===== src/rtl/arbitro_vc_param_if.sv =====
// VC-side and destination-side signal bundle for arbitro_vc_param.
// master: FIFO/lane environment; slave: the arbiter.
interface arbitro_vc_param_if #(
  parameter int unsigned DATA_W   = 6,
  parameter int unsigned NUM_VC   = 4,
  parameter int unsigned NUM_DEST = 2,
  parameter int unsigned WEIGHT_W = 3
);
  logic [NUM_VC*DATA_W-1:0]   VC_data;
  logic [NUM_VC-1:0]          VC_empty;
  logic [NUM_VC*WEIGHT_W-1:0] VC_weight;
  logic [NUM_DEST-1:0]        D_pause;
  logic [NUM_VC-1:0]          VC_pop;
  logic [NUM_DEST*DATA_W-1:0] D_data;
  logic [NUM_DEST-1:0]        D_valid;

  modport master (
    output VC_data, VC_empty, VC_weight, D_pause,
    input  VC_pop, D_data, D_valid
  );

  modport slave (
    input  VC_data, VC_empty, VC_weight, D_pause,
    output VC_pop, D_data, D_valid
  );
endinterface


===== src/rtl/arbitro_vc_param.sv =====
// Parametrised VC arbiter: pops one word per cycle from an eligible VC and routes it to a registered lane.
// Policy: strict priority by default, weighted round-robin when ARB_WRR_EN is defined.
module arbitro_vc_param #(
  parameter int unsigned DATA_W   = 6,
  parameter int unsigned NUM_VC   = 4,
  parameter int unsigned NUM_DEST = 2,
  parameter int unsigned DEST_LSB = 4,
  parameter int unsigned WEIGHT_W = 3
) (
  input  logic                 clk,
  input  logic                 reset_L,
  arbitro_vc_param_if.slave    vc
);
  localparam int unsigned DEST_W = $clog2(NUM_DEST);
  localparam int unsigned PTR_W  = $clog2(NUM_VC);

  logic [DEST_W-1:0]          dest_of [NUM_VC];
  logic [NUM_VC-1:0]          eligible;
  logic                       grant_valid;
  logic [PTR_W-1:0]           grant_idx;
  logic [DATA_W-1:0]          grant_data;
  logic [DEST_W-1:0]          grant_dest;
  logic [NUM_DEST*DATA_W-1:0] d_data_q;
  logic [NUM_DEST-1:0]        d_valid_q;

  // A VC competes only if it has a word and its destination is not paused.
  always_comb begin : eligibility
    for (int i = 0; i < NUM_VC; i++) begin
      dest_of[i]  = vc.VC_data[i*DATA_W + DEST_LSB +: DEST_W];
      eligible[i] = !vc.VC_empty[i] && !vc.D_pause[dest_of[i]] && reset_L;
    end
  end

`ifdef ARB_WRR_EN
  logic [PTR_W-1:0]    ptr_q, ptr_d, cand;
  logic [WEIGHT_W-1:0] credit_q, credit_d, reload;

  // Stay on ptr while it has credit; otherwise take the first eligible VC after ptr and reload.
  always_comb begin : wrr_pick
    grant_valid = 1'b0;
    grant_idx   = ptr_q;
    ptr_d       = ptr_q;
    credit_d    = credit_q;
    reload      = '0;
    cand        = '0;
    if (eligible[ptr_q] && credit_q != '0) begin
      grant_valid = 1'b1;
      credit_d    = credit_q - WEIGHT_W'(1);
    end else begin
      for (int off = NUM_VC; off >= 1; off--) begin
        cand = PTR_W'((int'(ptr_q) + off) % int'(NUM_VC));
        if (eligible[cand]) begin
          grant_valid = 1'b1;
          grant_idx   = cand;
        end
      end
      if (grant_valid) begin
        ptr_d    = grant_idx;
        reload   = vc.VC_weight[grant_idx*WEIGHT_W +: WEIGHT_W];
        credit_d = (reload == '0) ? '0 : reload - WEIGHT_W'(1);
      end
    end
  end
`else
  logic unused_weight;
  assign unused_weight = ^vc.VC_weight;

  // Lowest-index eligible VC wins.
  always_comb begin : prio_pick
    grant_valid = 1'b0;
    grant_idx   = '0;
    for (int i = NUM_VC - 1; i >= 0; i--) begin
      if (eligible[i]) begin
        grant_valid = 1'b1;
        grant_idx   = PTR_W'(i);
      end
    end
  end
`endif

  always_comb begin : grant_mux
    grant_data = '0;
    for (int i = 0; i < NUM_VC; i++) begin
      if (grant_idx == PTR_W'(i)) grant_data = vc.VC_data[i*DATA_W +: DATA_W];
    end
    grant_dest = grant_data[DEST_LSB +: DEST_W];
  end

  always_comb begin : pop_strobe
    vc.VC_pop = '0;
    if (grant_valid) vc.VC_pop[grant_idx] = 1'b1;
  end

  // Granted word lands in its lane; other lanes hold their last word.
  always_ff @(posedge clk or negedge reset_L) begin
    if (!reset_L) begin
      d_data_q  <= '0;
      d_valid_q <= '0;
`ifdef ARB_WRR_EN
      ptr_q     <= PTR_W'(NUM_VC - 1);
      credit_q  <= '0;
`endif
    end else begin
      d_valid_q <= '0;
      for (int k = 0; k < NUM_DEST; k++) begin
        if (grant_valid && grant_dest == DEST_W'(k)) begin
          d_data_q[k*DATA_W +: DATA_W] <= grant_data;
          d_valid_q[k]                 <= 1'b1;
        end
      end
`ifdef ARB_WRR_EN
      ptr_q    <= ptr_d;
      credit_q <= credit_d;
`endif
    end
  end

  assign vc.D_data  = d_data_q;
  assign vc.D_valid = d_valid_q;
endmodule


===== src/flat_wrapper.sv =====
// flat-port wrapper written by rule: the top's interface ports become plain ports
module arbitro_vc_param_flat 
#(
  parameter int unsigned DATA_W   = 6,
  parameter int unsigned NUM_VC   = 4,
  parameter int unsigned NUM_DEST = 2,
  parameter int unsigned DEST_LSB = 4,
  parameter int unsigned WEIGHT_W = 3
)
  (clk, reset_L, vc_VC_data, vc_VC_empty, vc_VC_weight, vc_D_pause, vc_VC_pop, vc_D_data, vc_D_valid);
  arbitro_vc_param_if #(.DATA_W(DATA_W), .NUM_VC(NUM_VC), .NUM_DEST(NUM_DEST), .WEIGHT_W(WEIGHT_W)) vc_i ();
  input  logic clk;
  input  logic reset_L;
  input wire logic [$bits(vc_i.VC_data)-1:0] vc_VC_data;
  input wire logic [$bits(vc_i.VC_empty)-1:0] vc_VC_empty;
  input wire logic [$bits(vc_i.VC_weight)-1:0] vc_VC_weight;
  input wire logic [$bits(vc_i.D_pause)-1:0] vc_D_pause;
  output wire logic [$bits(vc_i.VC_pop)-1:0] vc_VC_pop;
  output wire logic [$bits(vc_i.D_data)-1:0] vc_D_data;
  output wire logic [$bits(vc_i.D_valid)-1:0] vc_D_valid;
  assign vc_i.VC_data = vc_VC_data;
  assign vc_i.VC_empty = vc_VC_empty;
  assign vc_i.VC_weight = vc_VC_weight;
  assign vc_i.D_pause = vc_D_pause;
  assign vc_VC_pop = vc_i.VC_pop;
  assign vc_D_data = vc_i.D_data;
  assign vc_D_valid = vc_i.D_valid;
  arbitro_vc_param #(.DATA_W(DATA_W), .NUM_VC(NUM_VC), .NUM_DEST(NUM_DEST), .DEST_LSB(DEST_LSB), .WEIGHT_W(WEIGHT_W)) u_core (.clk(clk), .reset_L(reset_L), .vc(vc_i));
endmodule

===== config.mk =====
export PLATFORM = sky130hd
export DESIGN_NAME = arbitro_vc_param_flat
export DESIGN_NICKNAME = d
export VERILOG_FILES = /design/src/rtl/arbitro_vc_param_if.sv /design/src/rtl/arbitro_vc_param.sv /design/src/flat_wrapper.sv
export SDC_FILE = /design/constraint.sdc
export NUM_CORES = 1
export LEC_CHECK = 0
export ABC_AREA = 1
export CAP_MARGIN = 0
export CORE_ASPECT_RATIO = 1.4
export CORE_MARGIN = 10
export CORE_UTILIZATION = 36
export CTS_CLUSTER_DIAMETER = 200
export DETAILED_ROUTE_END_ITERATION = 6
export GPL_ROUTABILITY_DRIVEN = 0
export PLACE_DENSITY = 0.79
export SLEW_MARGIN = 0
export SYNTH_ARGS = -nofsm -noshare
export SYNTH_HDL_FRONTEND = slang
export SYNTH_SLANG_ARGS = --single-unit

===== constraint.sdc =====
create_clock -name clk -period 1.1 [get_ports clk]
set_input_delay 0.165 -clock clk [delete_from_list [all_inputs] [get_ports clk]]
set_output_delay 0.165 -clock clk [all_outputs]
set_load 0.01 [all_outputs]

==> run metrics <==
number of levels in the clock H-tree=1; number of hold violations in the final report=0; final antenna-violating net count=0; sequential share of power=35.7%; number of cells produced by synthesis=126; sequential cell area fraction in the yosys report=35.9%; share of total power consumed by net switching=38.0%; logic depth of the worst register-to-register path=2; cell chain of the critical path=buf_12, inv_12, nor2_4, nand3_4, buf_6, buf_4, o21ai_4, nand3_4, nand2_8, nand2_8, nand2_2, nand2_1; initial antenna violation count=0; Seq cells post-synth=14; post-synthesis mux area share=0%; violation count after the first detailed-route iteration=34; area inside the core boundary=2620 um^2; ant diodes=0; top-area cell type share of the netlist area=35.9%; standby leakage power=0.931 nW; total negative setup slack=-2.20 ns; cell type of the slowest stage on the worst timing path=sky130_fd_sc_hd__o21ai_4; number of iterations in the first detailed-routing pass=4; count of pins on the block boundary=62; total congestion overflow=0; proportion of power drawn by combinational gates=51.3%; die height=81.6 um; failing checks=negative setup slack; final routed wirelength across all metal layers=3.74 mm; # rows=22; TritonCTS clock tree=done; internal cell power=0.00128 W; Finish-stage setup viols=16; Arrival @ worst endpoint=1.44 ns; Crit path largest cell delay=0.19 ns; final setup skew=0 ns; Required @ worst endpoint=1.26 ns; die area=5220 um^2; DR vias/cell=4.98; post-route worst setup slack=-0.179 ns; worst max-slew margin expressed relative to the limit=85.6%; Synthesized Nets=170; count of distinct cell types in the synthesized netlist=17; overall die width=64.0 um; count of clock tree sinks=14; synthesized area divided by synthesized cell count=7.74 um^2; # Max-Cap Violations=0; category of the critical setup timing path=in -> reg; number of remaining DRC errors=0; clk buf depth=2; Final period util=116%; maximum achievable frequency=782 MHz; DR vias=1,209; endpoint type of the worst setup path=flip-flop; GRT Overall Usage=14.4%; number of global-route vias before repair=1,411; largest cells by area after synthesis=sky130_fd_sc_hd__dfrtp_1, sky130_fd_sc_hd__nand2_1, sky130_fd_sc_hd__nand3_1; post-synthesis share of cell area spent on and, or, nand and nor gates=57.1%; CTS clk-pin slew, worst paths=0.08 ns; largest family of logic cells by synthesized area=simple AND/OR/NAND/NOR gates; Yosys warnings=0; Max IR drop VDD=556 uV; Clk network pwr share=13.0%; post-DR wirelength/cell=15.4 um; Crit Path Max Fanout=6; Design Power=0.00206 W; cell at the root of the clock tree=sky130_fd_sc_hd__clkbuf_4; reported net switching power=0.000783 W; total CTS buffers=3; netlist area before placement=975 um^2; relative area change from synthesis to final layout=100%; global-route wire length before repair=6.22 mm; unrepaired setup endpoints after global routing=true; starting density of the core=37.3%; fraction of final layout cells sized beyond drive strength 1=56.0%; xor-xnor portion of the synthesized cell area=0%; count of input and output buffers=49; cell type with the largest total area after synthesis=sky130_fd_sc_hd__dfrtp_1; largest net degree at the start of global routing=15; clock period minus final worst setup slack=1.28 ns; worst min-delay path category=in -> async; Pins Over Slew Limit=0; Final HPWL DP=2.88 mm; actual transition at the worst max-transition pin=0.215 ns; Cell Pwr Density=1060 nW/um^2; final layout net count=253; Compound-Gate Fraction of Synth Area=1.03%; status=finished, violations left; clock network latency to the later pin of the worst-skew pair=0.26 ns; critical path launch point type=input pin; Synth Area in Adders=0%
[what timing repair did]
action / CTS / global route
setup endpoints to repair: 32 / 23
resized for setup: 132 / 27
pin swaps: 38 / 20
endpoints found under the hold margin: 14 / 0
buffers inserted: 6 / 1
hold buffers: 1 / 0
[metal layers]
metal	part of all wire, %	routed length [um]	GRT usage, %	vias up
met1	35	1320	13.8	545
met4	4.1	153	6.80	0
met3	9.6	358	5.72	16
met2	51	1910	26.3	68
li1	-	-	-	580
met5	0	0	0	-
[power groups by stage]
stage | clock (W) | combinational [W] | sequential, W
floorplan | 0 | 0.000361 | 0.000789
global placement | 0 | 0.000999 | 0.000721
detailed placement | 0 | 0.00102 | 0.000730
CTS | 0.000277 | 0.00103 | 0.000719
global route | 0.000305 | 0.00115 | 0.000760
finish | 0.000269 | 0.00106 | 0.000736
[per-stage QoR]
step / hold slack [ns] / util [%] / worst slack [ns] / cells / instance area [um^2]
floorplan: -0.131 / - / -0.130 / 126 / 1040
global placement: 0.450 / 67.3 / -0.911 / 234 / 1760
detailed placement: 0.459 / 67.3 / -0.956 / 234 / 1760
CTS: 0.392 / 73.4 / -0.136 / 242 / 1920
global route: 0.417 / 74.6 / -0.244 / 243 / 1950
finish: 0.398 / 74.6 / -0.179 / 243 / 1950
[cell usage after synthesis]
cell type / instances
sky130_fd_sc_hd__a21oi_1: 1
sky130_fd_sc_hd__buf_2: 1
sky130_fd_sc_hd__dfrtp_1: 14
sky130_fd_sc_hd__inv_1: 8
sky130_fd_sc_hd__inv_2: 6
sky130_fd_sc_hd__nand2_1: 37
sky130_fd_sc_hd__nand2_2: 6
sky130_fd_sc_hd__nand2_4: 6
sky130_fd_sc_hd__nand3_1: 17
sky130_fd_sc_hd__nand3_2: 3
sky130_fd_sc_hd__nand3_4: 3
sky130_fd_sc_hd__nand4_1: 11
sky130_fd_sc_hd__nand4_2: 1
sky130_fd_sc_hd__nor2_1: 4
sky130_fd_sc_hd__nor2_2: 6
sky130_fd_sc_hd__nor2_4: 1
sky130_fd_sc_hd__o21ai_1: 1
[cells in the final DEF (no fill, tap or decap)]
cell                              count
sky130_fd_sc_hd__a21oi_4              1
sky130_fd_sc_hd__inv_1                6
sky130_fd_sc_hd__inv_12               1
sky130_fd_sc_hd__buf_2                6
sky130_fd_sc_hd__nand3_1             10
sky130_fd_sc_hd__nand3_4              6
sky130_fd_sc_hd__dfrtp_1             14
sky130_fd_sc_hd__buf_6               12
sky130_fd_sc_hd__clkbuf_4             3
sky130_fd_sc_hd__nor2_2               2
sky130_fd_sc_hd__nand4_4              1
sky130_fd_sc_hd__buf_4               23
sky130_fd_sc_hd__nand2_8              2
sky130_fd_sc_hd__clkdlybuf4s15_1      6
sky130_fd_sc_hd__buf_12               1
sky130_fd_sc_hd__inv_4                1
sky130_fd_sc_hd__nor2_1               2
sky130_fd_sc_hd__nand2_1             21
sky130_fd_sc_hd__dlygate4sd3_1        1
sky130_fd_sc_hd__nand4_1             11
sky130_fd_sc_hd__nand2_2             18
sky130_fd_sc_hd__nor2_4               7
sky130_fd_sc_hd__o21ai_4              1
sky130_fd_sc_hd__clkdlybuf4s50_1     20
sky130_fd_sc_hd__nand2_4              8
sky130_fd_sc_hd__inv_2                6
sky130_fd_sc_hd__clkbuf_2             8
sky130_fd_sc_hd__nand3_2              7
sky130_fd_sc_hd__buf_8                2
[cells by family after synthesis]
group	after synthesis
flip-flops	14
buffers and inverters	15
AND/OR/NAND/NOR	95
AO/OA/AOI/OAI	2
[final cells by class]
| cell class | instances | area (um^2) |
|---|---|---|
| fill | 177 | 663 |
| timing repair buffer | 79 | 698 |
| sequential | 14 | 350 |
| clock buffer | 3 | 22.5 |
| inverter | 14 | 67.6 |
| multi-input combinational | 97 | 768 |
| tap | 36 | 45.0 |
[worst max-delay path: cells and delay by family]
kind	cells	cell delay, ns
AO/OA/AOI/OAI	1	0.19
AND/OR/NAND/NOR	7	0.67
buffers and inverters	4	0.41
[worst paths after layout]
kind	startpoint	endpoint	slack (ns)
max in group asynchronous	reset_L	u_core.vc.D_data[9]	0.54
worst max register to register	u_core.vc.D_data[1]	u_core.vc.D_data[1]	0.48
min in group clk	vc_VC_data[22]	u_core.vc.D_data[11]	0.46
worst max-delay path	reset_L	u_core.vc.D_data[0]	-0.18
worst min-delay path	reset_L	u_core.vc.D_data[1]	0.40
worst min register to register	u_core.vc.D_data[0]	u_core.vc.D_data[0]	0.47
[state kept, by name, indices dropped and copies added (netlist names)]
signal / cells
u_core.vc.D_valid: 2
u_core.vc.D_data: 12
Power figures use the tool's default switching activity.
